File: src/rtl/alu_pkg.sv
// Shared ALU issue-path types: operation codes, RV32I opcodes, issue bundle
// layout and the skid-buffer state encoding.
package alu_pkg;

  localparam int DATA_W = 32;

  typedef enum logic [3:0] {
    ALU_NOP  = 4'h0,
    ALU_ADD  = 4'h1,
    ALU_SUB  = 4'h2,
    ALU_SLL  = 4'h3,
    ALU_SLT  = 4'h4,
    ALU_SLTU = 4'h5,
    ALU_XOR  = 4'h6,
    ALU_SRL  = 4'h7,
    ALU_SRA  = 4'h8,
    ALU_OR   = 4'h9,
    ALU_AND  = 4'hA
  } alu_op_e;

  localparam logic [6:0] OP_R      = 7'b0110011;
  localparam logic [6:0] OP_IMM    = 7'b0010011;
  localparam logic [6:0] OP_LOAD   = 7'b0000011;
  localparam logic [6:0] OP_STORE  = 7'b0100011;
  localparam logic [6:0] OP_LUI    = 7'b0110111;
  localparam logic [6:0] OP_BRANCH = 7'b1100011;

  localparam logic [6:0] F7_ALT = 7'h20;

  typedef struct packed {
    logic [DATA_W-1:0] rs1;
    logic [DATA_W-1:0] rs2;
    alu_op_e           alu_ctrl;
    logic [4:0]        rd_addr;
    logic              is_branch;
    logic              br_invert;
    logic              illegal;
  } issue_bundle_t;

  typedef enum logic [1:0] {
    SKID_EMPTY = 2'd0,
    SKID_ONE   = 2'd1,
    SKID_FULL  = 2'd2
  } skid_state_e;

  // Base funct3 mapping shared by register and immediate ALU forms
  function automatic alu_op_e f3_base_op(input logic [2:0] f3);
    alu_op_e op;
    case (f3)
      3'b000:  op = ALU_ADD;
      3'b001:  op = ALU_SLL;
      3'b010:  op = ALU_SLT;
      3'b011:  op = ALU_SLTU;
      3'b100:  op = ALU_XOR;
      3'b101:  op = ALU_SRL;
      3'b110:  op = ALU_OR;
      default: op = ALU_AND;
    endcase
    return op;
  endfunction

endpackage

File: src/rtl/pipe_skid_buf.sv
// Two-entry skid buffer with registered in_ready/out_valid; strict FIFO order,
// output held stable while stalled.
module pipe_skid_buf
  import alu_pkg::*;
#(
  parameter type T = logic [7:0]
) (
  input  logic clk,
  input  logic reset,
  input  logic in_valid,
  output logic in_ready,
  input  T     in_data,
  output logic out_valid,
  input  logic out_ready,
  output T     out_data
);

  skid_state_e state;
  T            out_q;
  T            skid_q;

  logic acc;
  logic drn;

  assign acc      = in_valid && in_ready;
  assign drn      = out_valid && out_ready;
  assign out_data = out_q;

  always_ff @(posedge clk or posedge reset) begin
    if (reset) begin
      state     <= SKID_EMPTY;
      in_ready  <= 1'b1;
      out_valid <= 1'b0;
      out_q     <= '0;
      skid_q    <= '0;
    end else begin
      case (state)
        SKID_EMPTY: begin
          if (acc) begin
            out_q     <= in_data;
            out_valid <= 1'b1;
            state     <= SKID_ONE;
          end
        end
        SKID_ONE: begin
          if (acc && !drn) begin
            skid_q   <= in_data;
            in_ready <= 1'b0;
            state    <= SKID_FULL;
          end else if (acc && drn) begin
            out_q <= in_data;
          end else if (drn) begin
            out_valid <= 1'b0;
            state     <= SKID_EMPTY;
          end
        end
        SKID_FULL: begin
          // in_ready is low here, so only a drain can happen
          if (drn) begin
            out_q    <= skid_q;
            in_ready <= 1'b1;
            state    <= SKID_ONE;
          end
        end
        default: begin
          state     <= SKID_EMPTY;
          in_ready  <= 1'b1;
          out_valid <= 1'b0;
        end
      endcase
    end
  end

endmodule

File: src/rtl/alu_issue_stage.sv
// RV32I decode/issue stage: decodes one instruction into an ALU issue bundle
// and hands it to execute through a 2-entry skid buffer.
module alu_issue_stage
  import alu_pkg::*;
#(
  parameter int DATA_WIDTH = 32
) (
  input  logic                  clk,
  input  logic                  reset,
  input  logic                  in_valid,
  output logic                  in_ready,
  input  logic [31:0]           in_instr,
  input  logic [DATA_WIDTH-1:0] in_rs1_val,
  input  logic [DATA_WIDTH-1:0] in_rs2_val,
  output logic                  out_valid,
  input  logic                  out_ready,
  output logic [DATA_WIDTH-1:0] out_rs1,
  output logic [DATA_WIDTH-1:0] out_rs2,
  output logic [3:0]            out_alu_ctrl,
  output logic [4:0]            out_rd_addr,
  output logic                  out_is_branch,
  output logic                  out_br_invert,
  output logic                  out_illegal
);

  logic [6:0]  opc;
  logic [2:0]  f3;
  logic [6:0]  f7;
  logic [31:0] imm_i;
  logic [31:0] imm_s;
  logic [31:0] imm_u;
  logic [31:0] shamt;

  assign opc   = in_instr[6:0];
  assign f3    = in_instr[14:12];
  assign f7    = in_instr[31:25];
  assign imm_i = {{20{in_instr[31]}}, in_instr[31:20]};
  assign imm_s = {{20{in_instr[31]}}, in_instr[31:25], in_instr[11:7]};
  assign imm_u = {in_instr[31:12], 12'b0};
  assign shamt = {27'b0, in_instr[24:20]};

  issue_bundle_t dec;
  issue_bundle_t q;
  logic          ill;

  always_comb begin
    dec          = '0;
    ill          = 1'b0;
    dec.rs1      = in_rs1_val;
    dec.rs2      = in_rs2_val;
    dec.rd_addr  = in_instr[11:7];
    dec.alu_ctrl = ALU_NOP;
    case (opc)
      OP_R: begin
        if (f7 == 7'h00)
          dec.alu_ctrl = f3_base_op(f3);
        else if (f7 == F7_ALT && f3 == 3'b000)
          dec.alu_ctrl = ALU_SUB;
        else if (f7 == F7_ALT && f3 == 3'b101)
          dec.alu_ctrl = ALU_SRA;
        else
          ill = 1'b1;
      end
      OP_IMM: begin
        dec.rs2 = imm_i;
        if (f3 == 3'b001) begin
          // Shift-immediates carry the shift amount, not the raw imm field
          dec.rs2 = shamt;
          if (f7 == 7'h00) dec.alu_ctrl = ALU_SLL;
          else             ill = 1'b1;
        end else if (f3 == 3'b101) begin
          dec.rs2 = shamt;
          if (f7 == 7'h00)       dec.alu_ctrl = ALU_SRL;
          else if (f7 == F7_ALT) dec.alu_ctrl = ALU_SRA;
          else                   ill = 1'b1;
        end else begin
          dec.alu_ctrl = f3_base_op(f3);
        end
      end
      OP_LOAD: begin
        dec.alu_ctrl = ALU_ADD;
        dec.rs2      = imm_i;
      end
      OP_STORE: begin
        dec.alu_ctrl = ALU_ADD;
        dec.rs2      = imm_s;
        dec.rd_addr  = 5'd0;
      end
      OP_LUI: begin
        dec.alu_ctrl = ALU_ADD;
        dec.rs1      = '0;
        dec.rs2      = imm_u;
      end
      OP_BRANCH: begin
        dec.is_branch = 1'b1;
        dec.rd_addr   = 5'd0;
        dec.br_invert = f3[0];
        case (f3)
          3'b000, 3'b001: dec.alu_ctrl = ALU_SUB;
          3'b100, 3'b101: dec.alu_ctrl = ALU_SLT;
          3'b110, 3'b111: dec.alu_ctrl = ALU_SLTU;
          default:        ill = 1'b1;
        endcase
      end
      default: ill = 1'b1;
    endcase
    // Illegal encodings still issue so execute can trap in order
    if (ill) begin
      dec         = '0;
      dec.illegal = 1'b1;
    end
  end

  // ---- issue register / skid buffer boundary ----
  pipe_skid_buf #(
    .T(issue_bundle_t)
  ) u_skid (
    .clk      (clk),
    .reset    (reset),
    .in_valid (in_valid),
    .in_ready (in_ready),
    .in_data  (dec),
    .out_valid(out_valid),
    .out_ready(out_ready),
    .out_data (q)
  );

  assign out_rs1       = q.rs1;
  assign out_rs2       = q.rs2;
  assign out_alu_ctrl  = q.alu_ctrl;
  assign out_rd_addr   = q.rd_addr;
  assign out_is_branch = q.is_branch;
  assign out_br_invert = q.br_invert;
  assign out_illegal   = q.illegal;

endmodule
File: config.mk
export PLATFORM = sky130hd
export DESIGN_NAME = alu_issue_stage
export DESIGN_NICKNAME = d
export VERILOG_FILES = /design/src/rtl/alu_pkg.sv /design/src/rtl/pipe_skid_buf.sv /design/src/rtl/alu_issue_stage.sv
export SDC_FILE = /design/constraint.sdc
export NUM_CORES = 1
export LEC_CHECK = 0
export ABC_CLOCK_PERIOD_IN_PS = 6100
export CAP_MARGIN = 5
export CORE_UTILIZATION = 51
export CTS_CLUSTER_DIAMETER = 100
export CTS_CLUSTER_SIZE = 16
export DETAILED_ROUTE_END_ITERATION = 10
export PLACE_DENSITY = 0.81
export SYNTH_ARGS = -nofsm -noshare
export SYNTH_HDL_FRONTEND = slang
export SYNTH_HIERARCHICAL = 1
export SYNTH_SLANG_ARGS = --single-unit
File: constraint.sdc
create_clock -name clk -period 6.1 [get_ports clk]
set_clock_uncertainty 0.05 [all_clocks]
set_input_delay 0.61 -clock clk [delete_from_list [all_inputs] [get_ports clk]]
set_output_delay 0.61 -clock clk [all_outputs]
set_load 0.1 [all_outputs]
==> run_results.csv, run 1 <==
group,metric,value,unit
outcome,outcome,"complete, no violations",
drt,drt_iter0_drc,304,
clock_network,cts_buffers,17,
yosys,async_flop_share,1.00,
floorplan,die_h,127,microns
finish,layout_common_cells,"196 x mux2_2, 177 x clkdlybuf4s50_1, 155 x dfrtp_1",
floorplan,core_area,0.0152,sq mm
yosys,netlist_area,0.00797,sq mm
yosys,ys_ff_latch,156,
timing,rsz0062_at_grt,"false",
setup_path,r2r_setup_slack,3.31,ns
global_routing,grt_pass1_wl,31.4,mm
floorplan,num_io_pins,178,
timing,finalCritPeriodShare,0.660,
clock_network,ctsHoldBuffers,0,
drt,vias_per_cell,5.83,
global_routing,overflow,0,
yosys,netlist_instances,619,
clock_network,htree_num_levels,4,
floorplan,initial_utilization,0.524,
clock_network,cts_resized,0,
drt,wl_per_cell,19.7,microns
timing,maxSlewHeadroom,0.267,
finish,drive_gt1_frac,0.318,
clock_network,clk_pin_slew,0.06,ns
power_and_ir_drop,vdd_ir_drop_max,198,uV
yosys,yosysTopAreaCell,"dfrtp_1",
drt,routed_wl,19.3,mm
setup_path,path_class,"input pin to flip-flop",
timing,min_period,4.03,ns
yosys,synth_top_area_frac,0.487,
yosys,syn_nets,719,
timing,worst_pin_slew,1.10,ns
setup_path,cp-start-kind,"input pin",
yosys,yosysSeqAreaShare,0.490,
setup_path,end_kind,"flip-flop",
yosys,synth-main-ff-cell,"dfrtp_1",
setup_path,r2r_end,"u_skid/out_data[14]",
worst_hold_path,hold-path-endpoint,"u_skid/skid_q[39]",
setup_path,crit_required,6.35,ns
global_routing,grt_util_all_layers,0.249,
power_and_ir_drop,power_density,339,mW/mm^2
placement,hpwlAfterDp,13.1,mm
setup_path,rr_worst_depth,4,
worst_hold_path,hold_class,"flip-flop to flip-flop",
floorplan,rows,45,
power_and_ir_drop,leakage,4.88,nW
finish,diodes,0,
global_routing,grt_pass1_vias,6194,
floorplan,die-area,0.0161,sq mm
timing,setup_viol,0,
yosys,synth_edf_count,0,
floorplan,die_w,127,microns
worst_hold_path,hold_depth,1,
clock_network,clock_latency,0.42,ns
clock_network,cts.sinks,156,
drt,drt_pre_antenna_iters,5,
drt,ant_nets,0,
setup_path,reg2reg_from,"u_skid/in_ready",
drt,drc,0,
clock_network,clock_tree.root_cell,"clkbuf_16",
flow_run,maxCapViolations,0,
global_routing,grt_max_degree,100,
drt,route.vias.total,5715,
timing,tns,0,ns
yosys,synthTopCellsByArea,"dfrtp_1 49%, mux2_2 28%, mux2_1 4.5%",
global_routing,antenna_found_initial,0,
timing,drv_slew,0,
finish,nNetsFinal,880,
timing,hold_viol_final,0,
clock_network,cts_tree,"yes",
placement,place.gp.congestion,0.888,
yosys,ys_warn_count,6,
placement,portBuffers,177,
finish,layoutNonFillerInstCount,981,
setup_path,cp.arrival,4.27,ns
placement,dp_cells,948,
finish,mostFrequentLayoutCell,"mux2_2",
setup_path,cp_max_fo,34,
finish,syn2layout_area_growth,30.6,%
yosys,avgSynthCellArea,12.9,sq um
timing,fmax,248,MHz
clock_network,cts_setup_buffers,0,
clock_network,clk_path_buf_depth,2,
worst_hold_path,hp-start,"u_skid/skid_q[39]",
yosys,synth_cell_types,54,
## per-stage QoR
step	utilization	hold slack, ns	power (W)	cell area (sq um)	setup WS [ns]
6_report	0.685	0.434	0.00353	10400	2.07
5_1_grt	0.685	0.454	0.00367	10400	1.83
4_1_cts	0.684	0.438	0.00356	10400	2.15
3_5_place_dp	0.645	0.422	0.00251	9810	1.74
3_3_place_gp	0.645	0.413	0.00248	9810	1.90
2_1_floorplan	-	0.404	0.00218	7970	1.24
## how the worst max path moves through the flow
stage                            from  cells after the start  slack, ns                  end
after global placement    in_instr[2]                      9       1.90  u_skid/out_data[17]
after floorplan                 reset                      1       1.24   u_skid/out_data[0]
after detailed placement  in_instr[2]                      9       1.74  u_skid/out_data[13]
after global routing      in_instr[2]                      9       1.83  u_skid/out_data[18]
final                     in_instr[2]                      9       2.07  u_skid/out_data[18]
after CTS                 in_instr[2]                      9       2.15  u_skid/out_data[13]
## final cells by class
type | count | area (sq um)
Sequential cell | 156 | 3910
Inverter | 7 | 31.3
Clock inverter | 10 | 114
Timing Repair Buffer | 188 | 1860
Clock buffer | 22 | 474
Multi-Input combinational cell | 410 | 3790
Fill cell | 1090 | 4790
Tap cell | 188 | 235
## layer usage
| metal | global-route usage | share of wire | up-vias |
|---|---|---|---|
| li1 | - | - | 2579 |
| met1 | 0.302 | 0.42 | 2925 |
| met2 | 0.438 | 0.51 | 168 |
| met3 | 0.0515 | 0.040 | 43 |
| met4 | 0.0973 | 0.025 | 0 |
| met5 | 0 | 0 | - |
## synth_stat cells, types with 3 or more instances
| library cell | n |
|---|---|
| buf_2 | 13 |
| a22oi_1 | 6 |
| nand3_1 | 6 |
| a31oi_1 | 3 |
| a222oi_1 | 5 |
| nor2_1 | 39 |
| buf_4 | 7 |
| inv_1 | 7 |
| nor2b_1 | 4 |
| nand2_1 | 9 |
| and3_1 | 13 |
| dfrtp_1 | 155 |
| clkbuf_1 | 16 |
| a221oi_1 | 20 |
| buf_6 | 9 |
| and2_1 | 29 |
| mux2_1 | 32 |
| a21oi_1 | 6 |
| mux2_2 | 196 |
## critical path, cell delays in order
cell	delay [ns]
clkdlybuf4s50_1	0.53
nor4bb_1	0.89
nand3_1	0.22
nor4b_1	0.76
or4_1	0.21
buf_4	0.35
nor2_1	0.12
mux2_2	0.27
mux2_1	0.29
## report_power, final
part           internal (W)  switching (W)
combinational      0.000384       0.000845
clock              0.000634       0.000411
sequential          0.00117      0.0000823
## state kept, by name, summed over array words and instances (netlist names)
name,flops
u_skid/in_ready,1
u_skid/out_data,76
u_skid/out_valid,1
u_skid/skid_q,76
u_skid/state,2
## logic make-up (layout without fill, tap and decap cells)
group                      Yosys count  in the layout  synth area share
AOI/OAI and AO/OA                   62             62            0.0661
xor gates and xnor gates             3              3           0.00330
adders and majority gates            2              2           0.00251
buffers and inverters               53            227            0.0388
DFF                                156            156             0.490
muxes                              228            228             0.322
and+or+nand+nor                    115            115            0.0774
(Power assumes the default switching activity.)
==> run 2: changes to the inputs <==
Settings changed: ABC_CLOCK_PERIOD_IN_PS 6100 to 3620, CORE_UTILIZATION 51 to 46, PLACE_DENSITY 0.81 to 0.77.
Clock period 6.1 ns to 3.62 ns, I/O delays scaled along.
==> run 2 against run 1 <==
  * Wire length increased by 4.1%
  * Cell area increased by 1.9%
  * Via count decreased by 0.12%
  * Clock power increased by 79%
  * Combinational power increased by 70%
  * Flip-flop and latch count unchanged
  * Count of clock-buffer cells in the layout decreased by 5
  * Setup slack got worse by 1.4 ns
  * Final cell count increased by 4.4%
==> run_results.csv, run 2 (synthesis results as in run 1) <==
group,metric,value,unit
outcome,outcome,"complete, no violations",
floorplan,core_area,0.0168,sq mm
floorplan,initial_utilization,0.476,
clock_network,cts_tree,"yes",
timing,drv_slew,0,
clock_network,cts_resized,0,
clock_network,cts.sinks,156,
finish,drive_gt1_frac,0.330,
flow_run,maxCapViolations,0,
drt,drc,0,
setup_path,cp-start-kind,"input pin",
drt,route.vias.total,5708,
power_and_ir_drop,leakage,4.97,nW
clock_network,ctsHoldBuffers,0,
finish,syn2layout_area_growth,33.1,%
finish,layoutNonFillerInstCount,1024,
placement,pre_cts_ws,-0.0316,ns
clock_network,clk_pin_slew,0.06,ns
setup_path,cp.arrival,3.18,ns
finish,layout_common_cells,"196 x mux2_2, 177 x clkdlybuf4s50_1, 155 x dfrtp_1",
placement,portBuffers,177,
timing,min_period,2.93,ns
global_routing,grt_util_all_layers,0.236,
power_and_ir_drop,total_power,0.00608,W
timing,hold_viol_final,0,
floorplan,die_w,134,microns
finish,nFillCells,1293,
setup_path,cp_max_fo,34,
floorplan,rows,47,
finish,mostFrequentLayoutCell,"mux2_2",
floorplan,num_io_pins,178,
timing,setup_slack,0.694,ns
placement,hpwlAfterDp,14.0,mm
setup_path,end_kind,"flip-flop",
drt,drt_iter0_drc,347,
floorplan,die-area,0.0179,sq mm
floorplan,die_h,134,microns
timing,maxSlewHeadroom,0.309,
clock_network,cts_buffers,17,
finish,nNetsFinal,891,
drt,routed_wl,20.1,mm
placement,place.gp.congestion,0.878,
timing,fmax,342,MHz
global_routing,grt_max_degree,51,
clock_network,clock_tree.root_cell,"clkbuf_16",
drt,wl_per_cell,19.6,microns
drt,vias_per_cell,5.57,
clock_network,clk_path_buf_depth,2,
worst_hold_path,hold_class,"flip-flop to flip-flop",
power_and_ir_drop,vdd_ir_drop_max,350,uV
global_routing,antenna_found_initial,0,
power_and_ir_drop,power_density,574,mW/mm^2
clock_network,clock_latency,0.42,ns
clock_network,htree_num_levels,4,
finish,diodes,0,
drt,ant_nets,0,
setup_path,crit_required,3.87,ns
timing,rsz0062_at_grt,"false",
placement,dp_cells,991,
timing,worst_hold_slack,0.437,ns
global_routing,overflow,0,
clock_network,cts_setup_buffers,0,
setup_path,path_class,"input pin to flip-flop",
global_routing,grt_pass1_vias,6286,
timing,finalCritPeriodShare,0.808,
timing,worst_pin_slew,1.03,ns
global_routing,grt_pass1_wl,32.8,mm
drt,drt_pre_antenna_iters,5,
timing,setup_viol,0,
-- run 2: changes by cell type in the layout (fill, tap and decap cells not counted), moves of 3 or more --
cell	change
buf_4	+8
inv_8	+3
buf_12	+3
clkbuf_8	-3
inv_6	+4
-- run 2: routing by layer --
metal  up-vias  share of wire  track usage
met1      2900           0.42        0.287
met2       155           0.52        0.407
met3        36          0.032       0.0422
li1       2617              -            -
met4         0          0.028        0.108
met5         -              0            0
-- run 2: worst max-delay path, stage by stage --
cell             delay (ns)
clkdlybuf4s50_1        0.45
or4_4                  0.61
a211oi_1               0.25
nor4b_1                0.09
buf_4                  0.16
or4_1                  0.52
buf_12                 0.20
mux2_2                 0.27
mux2_2                 0.26
-- run 2: final timing paths --
| path | start | end | slack, ns | cells after the start |
|---|---|---|---|---|
| max | in_instr[26] | u_skid/out_data[0] | 0.69 | 9 |
| min | u_skid/skid_q[64] | u_skid/skid_q[64] | 0.44 | 1 |
| max reg2reg | u_skid/state[1] | u_skid/out_data[18] | 1.09 | 4 |
| min reg2reg | u_skid/skid_q[64] | u_skid/skid_q[64] | 0.44 | 1 |
| max in group asynchronous | reset | u_skid/skid_q[43] | 2.21 | 3 |
| min in group asynchronous | reset | u_skid/out_data[31] | 0.46 | 2 |
-- run 2: per-stage QoR --
step                TNS (ns)  area, sq um  utilization
finish                     0        10600        0.633
global route               0        10600        0.633
detailed placement    -0.274         9970        0.595
global placement           0         9970        0.595
CTS                        0        10600        0.632
floorplan                  0         7980            -
-- run 2: layout make-up --
cell class                 instances  area, sq um  share of cell area
sequential                       156         3910               0.368
inverter                           7         30.0             0.00283
clock buffer                      17          425              0.0401
tap                              220          275              0.0260
clock inverter                    15          198              0.0186
multi-input combinational        410         3790               0.357
timing repair buffer             199         1980               0.187
-- run 2: power breakdown --
| part | internal, W | switching (W) |
|---|---|---|
| combinational | 0.000656 | 0.00143 |
| sequential | 0.00198 | 0.000138 |
| clock | 0.00111 | 0.000771 |
==> run 3: changes to the inputs <==
Settings changed: ABC_CLOCK_PERIOD_IN_PS 3620 to 2900, CORE_UTILIZATION 46 to 51, PLACE_DENSITY 0.77 to 0.81.
Clock period 3.62 ns to 2.9 ns, I/O delays scaled along.
==> run 3 against run 2 <==
  * Flip-flop and latch count stayed put
  * Cell area grew 0.76%
  * Via count up 2.8%
  * Register-to-register slack got worse by 0.33 ns
  * Sequential share of layout area fell by 0.28 points
  * Sequential power increased by 25%
  * Combinational power rose by 24%
  * Final cell count decreased by 0.39%
  * Hold slack got worse by 0.29 ns
  * Global-route usage grew 2.9 points
  * Largest cell class unchanged
  * Non-clock buffer count rose by 27
==> run_results.csv, run 3 (synthesis results as in run 1) <==
group,metric,value,unit
clock_network,cts_buffers,17,
setup_path,r2r_setup_slack,0.76,ns
placement,hpwlAfterDp,13.9,mm
floorplan,die-area,0.0161,sq mm
outcome,outcome,"complete, no violations",
power_and_ir_drop,leakage,5.28,nW
clock_network,clock_tree.root_cell,"clkbuf_16",
global_routing,grt_pass1_wl,33.2,mm
setup_path,r2r_end,"u_skid/out_data[15]",
clock_network,htree_num_levels,4,
setup_path,cp-start-kind,"input pin",
floorplan,die_h,127,microns
timing,worst_hold_slack,0.147,ns
finish,nNetsFinal,919,
timing,rsz0062_at_grt,"false",
placement,portBuffers,177,
setup_path,crit_start,"in_instr[25]",
power_and_ir_drop,p_seq_frac,0.353,
finish,diodes,0,
setup_path,crit_chain,"clkdlybuf4s50_1 -> or4_4 -> a211oi_2 -> nor4b_2 -> buf_4 -> or4_1 -> buf_6 -> buf_12 -> nor2_1 -> mux2_2 -> mux2_2",
floorplan,die_w,127,microns
drt,routed_wl,20.2,mm
power_and_ir_drop,power.switching,0.00292,W
finish,layoutNonFillerInstCount,1020,
finish,final_area,0.0107,sq mm
power_and_ir_drop,p_sw_frac,0.391,
setup_path,path_class,"input pin to flip-flop",
clock_network,clk_pin_slew,0.06,ns
drt,vias_per_cell,5.75,
drt,drt_iter0_drc,306,
setup_path,crit_required,3.21,ns
drt,drt_pre_antenna_iters,5,
drt,route.vias.total,5865,
global_routing,overflow,0,
setup_path,slowest_delay,0.58,ns
global_routing,grt_pass1_vias,6475,
placement,place.gp.congestion,0.903,
power_and_ir_drop,power_density,700,mW/mm^2
timing,setup_viol,0,
timing,finalCritPeriodShare,0.980,
finish,mostFrequentLayoutCell,"mux2_2",
global_routing,grt_util_all_layers,0.265,
setup_path,cp_max_fo,13,
finish,syn2layout_area_growth,34.1,%
drt,drc,0,
global_routing,grt_max_degree,87,
setup_path,cp_common_cell,"mux2_2",
placement,dp_cells,986,
timing,worst_pin_slew,0.935,ns
drt,ant_nets,0,
timing,fmax,352,MHz
clock_network,cts_tree,"yes",
timing,min_period,2.84,ns
clock_network,cts.sinks,156,
drt,wl_per_cell,19.8,microns
setup_path,critical-path-slowest-cell,"or4_4",
timing,drv_slew,0,
floorplan,rows,45,
power_and_ir_drop,vdd_ir_drop_max,558,uV
finish,nFillCells,1092,
floorplan,initial_utilization,0.524,
setup_path,cp.arrival,3.16,ns
floorplan,num_io_pins,178,
placement,pre_cts_ws,-0.673,ns
power_and_ir_drop,p_clk_frac,0.301,
finish,layout_common_cells,"196 x mux2_2, 155 x dfrtp_1, 117 x buf_4",
power_and_ir_drop,internal_power,0.00455,W
floorplan,core_area,0.0152,sq mm
clock_network,ctsHoldBuffers,0,
timing,tns,0,ns
flow_run,maxCapViolations,0,
setup_path,reg2reg_from,"u_skid/state[1]",
timing,setup_slack,0.0576,ns
clock_network,clk_path_buf_depth,2,
worst_hold_path,hold_class,"input pin to asynchronous set/reset pin",
global_routing,antenna_found_initial,0,
timing,hold_viol_final,0,
power_and_ir_drop,pwr-share-comb,0.346,
setup_path,end_kind,"flip-flop",
finish,drive_gt1_frac,0.451,
clock_network,clock_latency,0.42,ns
placement,place_area,0.0100,sq mm
setup_path,rr_worst_depth,4,
timing,maxSlewHeadroom,0.376,
setup_path,critical_path.endpoint,"u_skid/out_data[29]",
-- run 3: changes by cell type in the layout (fill, tap and decap cells not counted), moves of 3 or more --
cell             change
buf_4               +99
clkdlybuf4s50_1     -78
buf_12               +6
clkinv_4             +3
-- run 3: repair_timing --
action                     in CTS  in global routing
pin swaps                       1                  0
gates cloned                    1                  0
buffers inserted                1                  0
resized for setup               2                  7
setup endpoints to repair      56                 45
-- run 3: through the flow --
stage / utilization / power (W)
after floorplan: - / 0.00459
after global placement: 0.658 / 0.00520
after detailed placement: 0.658 / 0.00527
after CTS: 0.700 / 0.00753
after global routing: 0.703 / 0.00775
final: 0.703 / 0.00748
-- run 3: routing by layer --
layer | vias up | GRT usage | part of all wire
li1 | 2674 | - | -
met5 | - | 0 | 0
met3 | 34 | 0.0532 | 0.041
met4 | 0 | 0.112 | 0.028
met1 | 2991 | 0.316 | 0.41
met2 | 166 | 0.467 | 0.52
-- run 3: worst min path at each step --
stage,endpoint,slack (ns)
final,u_skid/out_data[29],0.15
after global routing,u_skid/out_data[27],0.16
after CTS,u_skid/skid_q[28],0.13
after detailed placement,u_skid/skid_q[57],0.42
after global placement,u_skid/skid_q[62],0.41
after floorplan,u_skid/in_ready,0.30
-- run 3: layout make-up --
cell class | count | area [sq um] | area share
tap | 188 | 235 | 0.0220
timing repair buffer | 226 | 2060 | 0.193
clock buffer | 17 | 425 | 0.0398
inverter | 7 | 30.0 | 0.00281
multi-input combinational | 411 | 3850 | 0.361
sequential | 156 | 3910 | 0.365
clock inverter | 15 | 176 | 0.0165
-- run 3: power by group through the flow --
| stage | Combinational [W] | Clock (W) | Sequential [W] |
|---|---|---|---|
| 2_1_floorplan | 0.000710 | 0 | 0.00388 |
| 3_3_place_gp | 0.00255 | 0 | 0.00266 |
| 3_5_place_dp | 0.00259 | 0 | 0.00268 |
| 4_1_cts | 0.00259 | 0.00230 | 0.00264 |
| 5_1_grt | 0.00268 | 0.00239 | 0.00268 |
| 6_report | 0.00259 | 0.00225 | 0.00264 |
-- run 3: critical path, delay by kind of cell --
kind            cells  cell delay [ns]
simple gates        4             1.33
buf+inv             4             0.94
mux                 2             0.32
compound gates      1             0.25
